$ cat src/rtl/video_pkg.sv
// Shared types and constants for the video output pipeline: palette ROM contents,
// pipeline depth and the RGB triple carried between stages.
package video_pkg;

   localparam int C_stages = 3;

   typedef struct packed {
      logic [7:0] red;
      logic [7:0] green;
      logic [7:0] blue;
   } rgb_t;

   // 64-entry master palette, index = {luma[1:0], hue[3:0]}; hues D/E/F are black.
   localparam logic [23:0] C_palette [64] = '{
      24'h7C7C7C, 24'h0000FC, 24'h0000BC, 24'h4428BC, 24'h940084, 24'hA80020, 24'hA81000, 24'h881400,
      24'h503000, 24'h007800, 24'h006800, 24'h005800, 24'h004058, 24'h000000, 24'h000000, 24'h000000,
      24'hBCBCBC, 24'h0078F8, 24'h0058F8, 24'h6844FC, 24'hD800CC, 24'hE40058, 24'hF83800, 24'hE45C10,
      24'hAC7C00, 24'h00B800, 24'h00A800, 24'h00A844, 24'h008888, 24'h000000, 24'h000000, 24'h000000,
      24'hF8F8F8, 24'h3CBCFC, 24'h6888FC, 24'h9878F8, 24'hF878F8, 24'hF85898, 24'hF87858, 24'hFCA044,
      24'hF8B800, 24'hB8F818, 24'h58D854, 24'h58F898, 24'h00E8D8, 24'h000000, 24'h000000, 24'h000000,
      24'hFFFFFF, 24'hA4E4FC, 24'hB8B8F8, 24'hD8B8F8, 24'hF8B8F8, 24'hF8A4C0, 24'hF0D0B0, 24'hFCE0A8,
      24'hF8D878, 24'hD8F878, 24'hB8F8B8, 24'hB8F8D8, 24'h00FCFC, 24'h000000, 24'h000000, 24'h000000
   };

   // Attenuate a channel to 3/4 of its value (floor); cannot underflow.
   function automatic logic [7:0] dim(input logic [7:0] v);
      return v - (v >> 2);
   endfunction

endpackage

$ cat src/rtl/video_palette.sv
// Registered 64x24 palette ROM; the lookup result updates only when enable is high.
module video_palette
   import video_pkg::*;
(
   input  logic       clock,
   input  logic       reset,
   input  logic       enable,
   input  logic [5:0] index,
   output rgb_t       rgb
);

   always_ff @(posedge clock or negedge reset) begin
      if (!reset) begin
         rgb <= '0;
      end else if (enable) begin
         rgb <= C_palette[index];
      end
   end

endmodule

$ cat src/rtl/video_output_pipe.sv
// Three-stage pixel pipeline (capture, palette lookup, emphasis/blank) advancing on
// the pixel strobe, plus a frame counter driven by the falling edge of output vsync.
module video_output_pipe
   import video_pkg::*;
#(
   parameter int P_stages      = 3,
   parameter int P_frame_width = 16
) (
   input  logic                     I_clock,
   input  logic                     I_reset,
   input  logic                     I_rise,
   input  logic                     I_not_blank,
   input  logic                     I_hsync,
   input  logic                     I_vsync,
   input  logic [5:0]               I_pixel,
   input  logic                     I_greyscale,
   input  logic [2:0]               I_emphasis,
   output logic [7:0]               O_red,
   output logic [7:0]               O_green,
   output logic [7:0]               O_blue,
   output logic                     O_not_blank,
   output logic                     O_hsync,
   output logic                     O_vsync,
   output logic [P_frame_width-1:0] O_frame,
   output logic                     O_frame_start
);

   if (P_stages != C_stages) begin : g_stage_check
      $error("video_output_pipe: pipeline depth is fixed at 3");
   end

   logic [5:0]               s1_index;
   logic [2:0]               s1_emph;
   logic                     s1_nb, s1_hs, s1_vs;
   rgb_t                     s2_rgb;
   logic [2:0]               s2_emph;
   logic                     s2_nb, s2_hs, s2_vs;
   rgb_t                     shaded;
   rgb_t                     s3_rgb;
   logic                     vsync_d;
   logic                     vsync_fall;
   logic [P_frame_width-1:0] frame_q;

   always_ff @(posedge I_clock or negedge I_reset) begin
      if (!I_reset) begin
         s1_index <= '0;
         s1_emph  <= '0;
         s1_nb    <= 1'b0;
         s1_hs    <= 1'b1;
         s1_vs    <= 1'b1;
         s2_emph  <= '0;
         s2_nb    <= 1'b0;
         s2_hs    <= 1'b1;
         s2_vs    <= 1'b1;
      end else if (I_rise) begin
         s1_index <= I_greyscale ? (I_pixel & 6'h30) : I_pixel;
         s1_emph  <= I_emphasis;
         s1_nb    <= I_not_blank;
         s1_hs    <= I_hsync;
         s1_vs    <= I_vsync;
         s2_emph  <= s1_emph;
         s2_nb    <= s1_nb;
         s2_hs    <= s1_hs;
         s2_vs    <= s1_vs;
      end
   end

   video_palette u_palette (
      .clock  (I_clock),
      .reset  (I_reset),
      .enable (I_rise),
      .index  (s1_index),
      .rgb    (s2_rgb)
   );

   // Emphasis dims the channels that are NOT selected; blanking overrides everything.
   always_comb begin
      shaded = s2_rgb;
      if (s2_emph != 3'b000) begin
         if (!s2_emph[0]) shaded.red   = dim(s2_rgb.red);
         if (!s2_emph[1]) shaded.green = dim(s2_rgb.green);
         if (!s2_emph[2]) shaded.blue  = dim(s2_rgb.blue);
      end
      if (!s2_nb) shaded = '0;
   end

   always_ff @(posedge I_clock or negedge I_reset) begin
      if (!I_reset) begin
         s3_rgb      <= '0;
         O_not_blank <= 1'b0;
         O_hsync     <= 1'b1;
         O_vsync     <= 1'b1;
      end else if (I_rise) begin
         s3_rgb      <= shaded;
         O_not_blank <= s2_nb;
         O_hsync     <= s2_hs;
         O_vsync     <= s2_vs;
      end
   end

   assign O_red   = s3_rgb.red;
   assign O_green = s3_rgb.green;
   assign O_blue  = s3_rgb.blue;

   // vsync_d resets high so the reset value of O_vsync never looks like a falling edge.
   assign vsync_fall = vsync_d & ~O_vsync;

   always_ff @(posedge I_clock or negedge I_reset) begin
      if (!I_reset) begin
         vsync_d       <= 1'b1;
         O_frame_start <= 1'b0;
         frame_q       <= '0;
      end else begin
         vsync_d       <= O_vsync;
         O_frame_start <= vsync_fall;
         if (vsync_fall) frame_q <= frame_q + P_frame_width'(1);
      end
   end

   assign O_frame = frame_q;

endmodule

$ cat config.mk
export PLATFORM = sky130hd
export DESIGN_NAME = video_output_pipe
export DESIGN_NICKNAME = d
export VERILOG_FILES = /design/src/rtl/video_pkg.sv /design/src/rtl/video_palette.sv /design/src/rtl/video_output_pipe.sv
export SDC_FILE = /design/constraint.sdc
export NUM_CORES = 1
export LEC_CHECK = 0
export CORE_ASPECT_RATIO = 0.6
export CORE_MARGIN = 4
export CORE_UTILIZATION = 31
export CTS_BUF_LIST = sky130_fd_sc_hd__clkbuf_8
export DETAILED_ROUTE_END_ITERATION = 12
export GPL_TIMING_DRIVEN = 0
export RECOVER_POWER = 100
export SLEW_MARGIN = 20
export SYNTH_ARGS = -nofsm -noshare
export SYNTH_HDL_FRONTEND = slang
export SYNTH_HIERARCHICAL = 1
export SYNTH_SLANG_ARGS = --single-unit
$ cat constraint.sdc
create_clock -name I_clock -period 4.1 [get_ports I_clock]
set_clock_uncertainty 0.2 [all_clocks]
set_input_delay 1.025 -clock I_clock [delete_from_list [all_inputs] [get_ports I_clock]]
set_output_delay 1.025 -clock I_clock [all_outputs]
set_load 0.05 [all_outputs]
==> results of run 1 <==
## cells by family after synthesis
logic type,after synthesis,synth area share (%)
buffers and inverters,96,7.85
multiplexers,28,5.59
AO/OA/AOI/OAI,198,23.0
flip-flops,82,36.5
adder cells (fa/ha/maj),35,8.16
AND/OR/NAND/NOR,162,15.1
XOR/XNOR,24,3.73
## registers in the layout (all words and copies together), names as in the netlist, 3 cells and up
signal and count:
O_blue 8, O_frame 16, O_green 8, O_red 8
s1_emph 3, s1_index 6, s2_emph 3, u_palette/rgb 19
## how the worst max path moves through the flow
stage,slack (ns),from,endpoint,depth (start not counted)
4_1_cts,1.08,O_vsync,O_vsync,1
2_1_floorplan,1.78,u_palette/rgb[17],O_red[6],10
5_1_grt,0.90,s1_index[1],u_palette/rgb[22],8
3_3_place_gp,-1.19,I_reset,O_green[0],1
6_report,0.98,s1_index[1],u_palette/rgb[22],8
3_5_place_dp,0.85,I_rise,O_blue[3],4
## metal layers
layer / up-vias / track usage, %
met2: 239 / 20.7
met4: 0 / 3.75
met5: - / 0
li1: 2385 / -
met3: 27 / 6.99
met1: 2412 / 27.8
## where the power goes
group / switching (mW) / total [mW] / leakage, nW / internal (mW)
Sequential: 0.142 / 1.11 / 1.01 / 0.966
Clock: 0.324 / 0.556 / 0.0929 / 0.232
Combinational: 0.966 / 1.52 / 1.80 / 0.558
Total: 1.43 / 3.19 / 2.90 / 1.75
## cells in the mapped netlist, types with 3 or more instances
cell type                  number
sky130_fd_sc_hd__a211oi_1       9
sky130_fd_sc_hd__a21o_1         3
sky130_fd_sc_hd__a21oi_1       48
sky130_fd_sc_hd__a221o_1        3
sky130_fd_sc_hd__a221oi_1       3
sky130_fd_sc_hd__a22oi_1        4
sky130_fd_sc_hd__a31o_2         3
sky130_fd_sc_hd__a31oi_1        8
sky130_fd_sc_hd__a41oi_1        3
sky130_fd_sc_hd__and3b_1        3
sky130_fd_sc_hd__buf_2         18
sky130_fd_sc_hd__buf_4          8
sky130_fd_sc_hd__buf_6          4
sky130_fd_sc_hd__clkbuf_1      11
sky130_fd_sc_hd__dfrtp_1       75
sky130_fd_sc_hd__dfstp_2        7
sky130_fd_sc_hd__fa_1           3
sky130_fd_sc_hd__ha_1          32
sky130_fd_sc_hd__inv_1         53
sky130_fd_sc_hd__mux2_2        20
sky130_fd_sc_hd__mux2i_1        6
sky130_fd_sc_hd__nand2_1       37
sky130_fd_sc_hd__nand2b_1      11
sky130_fd_sc_hd__nand3_1       13
sky130_fd_sc_hd__nand3b_1       5
sky130_fd_sc_hd__nand4_1        6
sky130_fd_sc_hd__nor2_1        49
sky130_fd_sc_hd__nor2b_1       16
sky130_fd_sc_hd__nor3_1         7
sky130_fd_sc_hd__nor3_2         4
sky130_fd_sc_hd__o211ai_1       5
sky130_fd_sc_hd__o21a_1         9
sky130_fd_sc_hd__o21ai_0       38
sky130_fd_sc_hd__o21ai_1        5
sky130_fd_sc_hd__o21bai_1       6
sky130_fd_sc_hd__o221ai_1       4
sky130_fd_sc_hd__o22ai_1       16
sky130_fd_sc_hd__o311ai_0       3
sky130_fd_sc_hd__o31a_1         4
sky130_fd_sc_hd__o31ai_1        4
sky130_fd_sc_hd__o41ai_1        4
sky130_fd_sc_hd__xnor2_1       17
sky130_fd_sc_hd__xor2_1         7
## final cells by class
cell class,count,area [µm²]
clock buffer,9,124
fill,1822,10800
multi-input combinational,447,3080
timing repair buffer,60,612
inverter,55,206
clock inverter,7,58.8
buffer,41,225
sequential,82,2060
tap,234,293
==> metrics.cfg, run 1 <==
[outcome]
outcome = finished, violations left
failing_checks = max-capacitance violations, max-slew violations

[global_route]
grt_start_max_net_pins = 52
number_of_antenna_violations_at_the_first_check_in_global_routing = 0
first_pass_grt_wire_length_um = 28200
track_usage_pct = 17.3
grt_overflow = 0
first_global_vias = 4928

[worst_hold_path]
holdCritStartpoint = O_vsync
hold_path.class = reg -> reg
worst_hold_path.num_cells = 0
hold_path_end = vsync_d

[timing]
rsz0062_at_grt = false
drv_slew = 32
relSlewSlack_pct = -24.8
final.setup.tns_ns = 0
postLayoutSetupSlackWorst_ns = 0.976
final_period_minus_worst_setup_slack_ns = 3.12
finalHoldViolations = 0
layout_worst_path_cycle_share_pct = 76.2
setup_viol_count_final = 0
final_worst_hold_slack_ns = 0.211
max_clock_freq_mhz = 320
timing_worst_slew_pin_value_ns = 1.87

[detailed_routing]
routed-wl-met2_um = 6210
drt_first_iter_violations = 472
detail_route.vias_per_cell = 5.41
via_count = 5063
detailroute.wirelength.met3_um = 1960
met1Wirelength_um = 9120
drt_drc_violations_left = 0
tritonroute_pass_1_iters = 6
detail_route_antenna_nets = 0
routed.top_layer = met4
drt-total-wl_um = 17500
detail_route.wl_per_cell_um = 18.7

[clocking]
cts_hold_repair.buffers = 0
cts_inserted_buffers = 9
clock_tree_buffer_depth = 2
clock-root-buffer = sky130_fd_sc_hd__clkbuf_8
insertion_delay_ns = 0.36
cts.htree.levels = 3
cts.repair.resized = 0
worst_setup_hold_path_clk_slew_ns = 0.09
tritoncts_clock_tree = done
clkSinkCount = 82
cts_post_setup_buffers_inserted = 0

[yosys]
netlist_instances = 625
synthDistinctLibCells = 69
syn_avg_cell_area_um2 = 9.03
synth.cell_area_um2 = 5640
synth_top_cell_area_share_pct = 33.3
synth_nets = 676
synth_top_area_cell = sky130_fd_sc_hd__dfrtp_1
seq_area_frac_synth_pct = 36.5
async_flop_share_pct = 100
yosysWarnings = 6
ys_seq_elements = 82
yosys_most_used_dff = sky130_fd_sc_hd__dfrtp_1
synthTopCellsByArea = sky130_fd_sc_hd__dfrtp_1 33%, sky130_fd_sc_hd__ha_1 7.1%, sky130_fd_sc_hd__a21oi_1 4.3%
synth_edf_count = 0

[worst_setup_path]
rr_worst_depth = 8
worst_path_dominant_cell_family = compound AO/OA/AOI/OAI gates
cp_max_fo = 12
critPathLaunchType = flop
cp_num_buf_inv = 2
r2r-start = s1_index[1]
ff2ff_setup_slack_ns = 0.98
critical_path_type = reg -> reg
critical_path_cell_sequence = inv_1 > ha_1 > clkbuf_1 > nand2_1 > a21boi_0 > o31ai_1 > a221oi_1 > a21oi_1
cp.arrival_ns = 3.14
critical-path-slowest-cell = sky130_fd_sc_hd__dfrtp_1
cp-end-kind = flop
cp_slowest_stage_delay_ns = 0.69
cp_data_required_time_ns = 4.12
r2r_end = u_palette/rgb[22]

[power_and_ir_drop]
fin_total_pwr_mw = 3.19
p_leak_nw = 2.90
total_power_density_per_cell_area_nw_per_um2 = 479
worst_ir_drop_vdd_uv = 251

[layout]
layout-drive-gt1-share_pct = 11.4
num-nets-final = 747
num_antenna_cells = 0
finalNonFillerCells = 935
layout.cells.most_common_list = 75 x sky130_fd_sc_hd__dfrtp_1, 53 x sky130_fd_sc_hd__inv_1, 49 x sky130_fd_sc_hd__nor2_1
layout.cells.most_common = sky130_fd_sc_hd__dfrtp_1
flow.area_growth_from_synthesis_pct = 18.0
final_design_area_no_fill_um2 = 6660
final_core_utilization_pct = 38.0

[placed_design]
dpl.hpwl_um = 13600
placed_cell_count = 919
numPortBuffers = 59
placed_area_um2 = 6550
placement.setup.worst_slack_ns = 0.850
place_congestion = 1.01

[floorplan]
die_height_um = 112
core_um2 = 17500
top_level_ports = 60
initial_utilization_pct = 32.2
die_x_um = 182
fp.dieArea_um2 = 20500
floorplan.rows = 37

[run]
drv_cap = 1

(Power assumes the default switching activity.)
==> run 2: changes to the inputs <==
clock period = 2.6 ns   (was 4.1 ns; I/O delays follow)
==> run 2 against run 1 <==
Against the previous run: the run still ends with max-capacitance violations, max-slew violations left; worst setup slack worse by 0.92 ns; first-iteration DRC count down 11%; sequential share of layout area down 0.49 points; worst hold slack about the same; maximum frequency up 23%; routed wire length up 0.39%; highest routed layer unchanged.
==> metrics.cfg, run 2 (same netlist as run 1, synthesis figures left out) <==
[global_route]
track_usage_pct = 17.3
first_global_vias = 4937
grt_start_max_net_pins = 52
number_of_antenna_violations_at_the_first_check_in_global_routing = 0
first_pass_grt_wire_length_um = 28200
grt_overflow = 0

[layout]
num-nets-final = 751
layout-drive-gt1-share_pct = 14.9
finalNonFillerCells = 939
largest_reg_flops = 19
flow.area_growth_from_synthesis_pct = 20.1
multi_input_area_um2 = 3140
top_register = u_palette/rgb
seq_area_um2 = 2060
layout.cells.most_common = sky130_fd_sc_hd__dfrtp_1
final_design_area_no_fill_um2 = 6780
num_antenna_cells = 0
layout.cells.most_common_list = 72 x sky130_fd_sc_hd__dfrtp_1, 56 x sky130_fd_sc_hd__clkdlybuf4s50_1, 52 x sky130_fd_sc_hd__inv_1
fill_cells = 1816

[floorplan]
die_x_um = 182
top_level_ports = 60
floorplan.rows = 37
fp.dieArea_um2 = 20500
core_um2 = 17500
initial_utilization_pct = 32.2
die_height_um = 112

[worst_setup_path]
cp_num_buf_inv = 1
cp_slowest_stage_delay_ns = 0.44
critPathLaunchType = flop
path_depth = 7
cp_data_required_time_ns = 2.70
cp_max_fo = 7
setup.worst_path.start = s1_index[1]
cp.arrival_ns = 2.64
r2r-start = s1_index[1]
critical-path-slowest-cell = sky130_fd_sc_hd__dfrtp_1
ff2ff_setup_slack_ns = 0.06
rr_worst_depth = 7
critical_path_type = reg -> reg
critical_path_cell_sequence = inv_1 > ha_1 > nand2_1 > nor2_1 > a211oi_1 > a211oi_1 > o32a_1
path_common_cell = sky130_fd_sc_hd__a211oi_1
worst_path_dominant_cell_family = compound AO/OA/AOI/OAI gates
cp-end-kind = flop

[clocking]
cts.htree.levels = 3
clock-root-buffer = sky130_fd_sc_hd__clkbuf_8
worst_setup_hold_path_clk_slew_ns = 0.09
clock_tree_buffer_depth = 2
clkSinkCount = 82
tritoncts_clock_tree = done
cts_inserted_buffers = 9
insertion_delay_ns = 0.36
cts_hold_repair.buffers = 0

[power_and_ir_drop]
comb_power_share_pct = 49.0
p_leak_nw = 2.85
clock_power_share_pct = 17.1
p_switching_mw = 2.31
sw_frac_of_total_pct = 44.7
cell_internal_pwr_mw = 2.85
worst_ir_drop_vdd_uv = 408
power_frac_seq_pct = 33.9
fin_total_pwr_mw = 5.16
total_power_density_per_cell_area_nw_per_um2 = 762

[timing]
max_clock_freq_mhz = 393
finalHoldViolations = 0
layout_worst_path_cycle_share_pct = 97.8
timing_worst_slew_pin_value_ns = 1.85
relSlewSlack_pct = -23.1
rsz0062_at_grt = true
setup_viol_count_final = 0
drv_slew = 32
final_period_minus_worst_setup_slack_ns = 2.54
final_worst_hold_slack_ns = 0.211

[detailed_routing]
tritonroute_pass_1_iters = 5
drt_drc_violations_left = 0
drt_first_iter_violations = 418
detail_route.vias_per_cell = 5.40
detail_route.wl_per_cell_um = 18.7
detail_route_antenna_nets = 0
via_count = 5066
drt-total-wl_um = 17600

[worst_hold_path]
holdCritStartpoint = O_vsync
hold_path.class = reg -> reg
worst_hold_path.num_cells = 0

[run]
drv_cap = 1

[outcome]
failing_checks = max-capacitance violations, max-slew violations
outcome = finished, violations left

[placed_design]
placed_cell_count = 919
place_congestion = 1.01
dpl.hpwl_um = 13600
numPortBuffers = 59
placed_area_um2 = 6550

==> run 2: cell types whose count changed in the layout (fill, tap and decap cells not counted), sizes merged <==
cell,previous run,this run
clkdlybuf4s50,13,56
dlygate4sd3,45,0
buf,27,31
dlygate4sd2,0,2
==> run 2: layout make-up <==
| cell class | instances | area share (%) |
|---|---|---|
| timing repair buffer | 64 | 9.62 |
| clock buffer | 9 | 1.83 |
| clock inverter | 7 | 0.868 |
| tap | 234 | 4.32 |
| inverter | 55 | 3.05 |
| buffer | 41 | 3.43 |
| multi-input combinational | 447 | 46.4 |
| sequential | 82 | 30.5 |
==> run 2: power groups by stage <==
stage	clock (mW)	combinational [mW]	sequential, mW
3_5_place_dp	0	2.44	1.79
6_report	0.882	2.53	1.75
2_1_floorplan	0	1.22	2.24
3_3_place_gp	0	2.45	1.79
4_1_cts	0.910	2.46	1.77
5_1_grt	0.974	2.74	1.79
==> run 2: what timing repair did <==
item | CTS | global route
buffers inserted | 2 | 2
pin swaps | 0 | 3
endpoints found under the setup margin | 14 | 23
gates resized for setup | 8 | 19
==> run 2: worst paths after layout <==
path,to
worst max-delay path,u_palette/rgb[14]
max in group asynchronous,u_palette/rgb[17]
worst max register to register,u_palette/rgb[14]
min in group asynchronous,s1_index[5]
worst min-delay path,vsync_d
worst min register to register,vsync_d
==> run 2: per-layer routing <==
metal | global-route usage (%) | up-vias | wire length, µm
met3 | 7.03 | 32 | 2000
met4 | 3.85 | 0 | 218
met5 | 0 | - | 0
met1 | 27.9 | 2408 | 9100
li1 | - | 2393 | -
met2 | 20.6 | 233 | 6260
==> run 2: per-stage QoR <==
stage                     worst slack, ns  util, %  TNS (ns)
after floorplan                     0.276        -         0
after CTS                        -0.00330     38.6  -0.00330
after detailed placement           -0.275     37.4     -6.36
final                              0.0574     38.7         0
after global placement              -2.31     37.3   -188.42
after global routing              -0.0561     38.7    -0.303
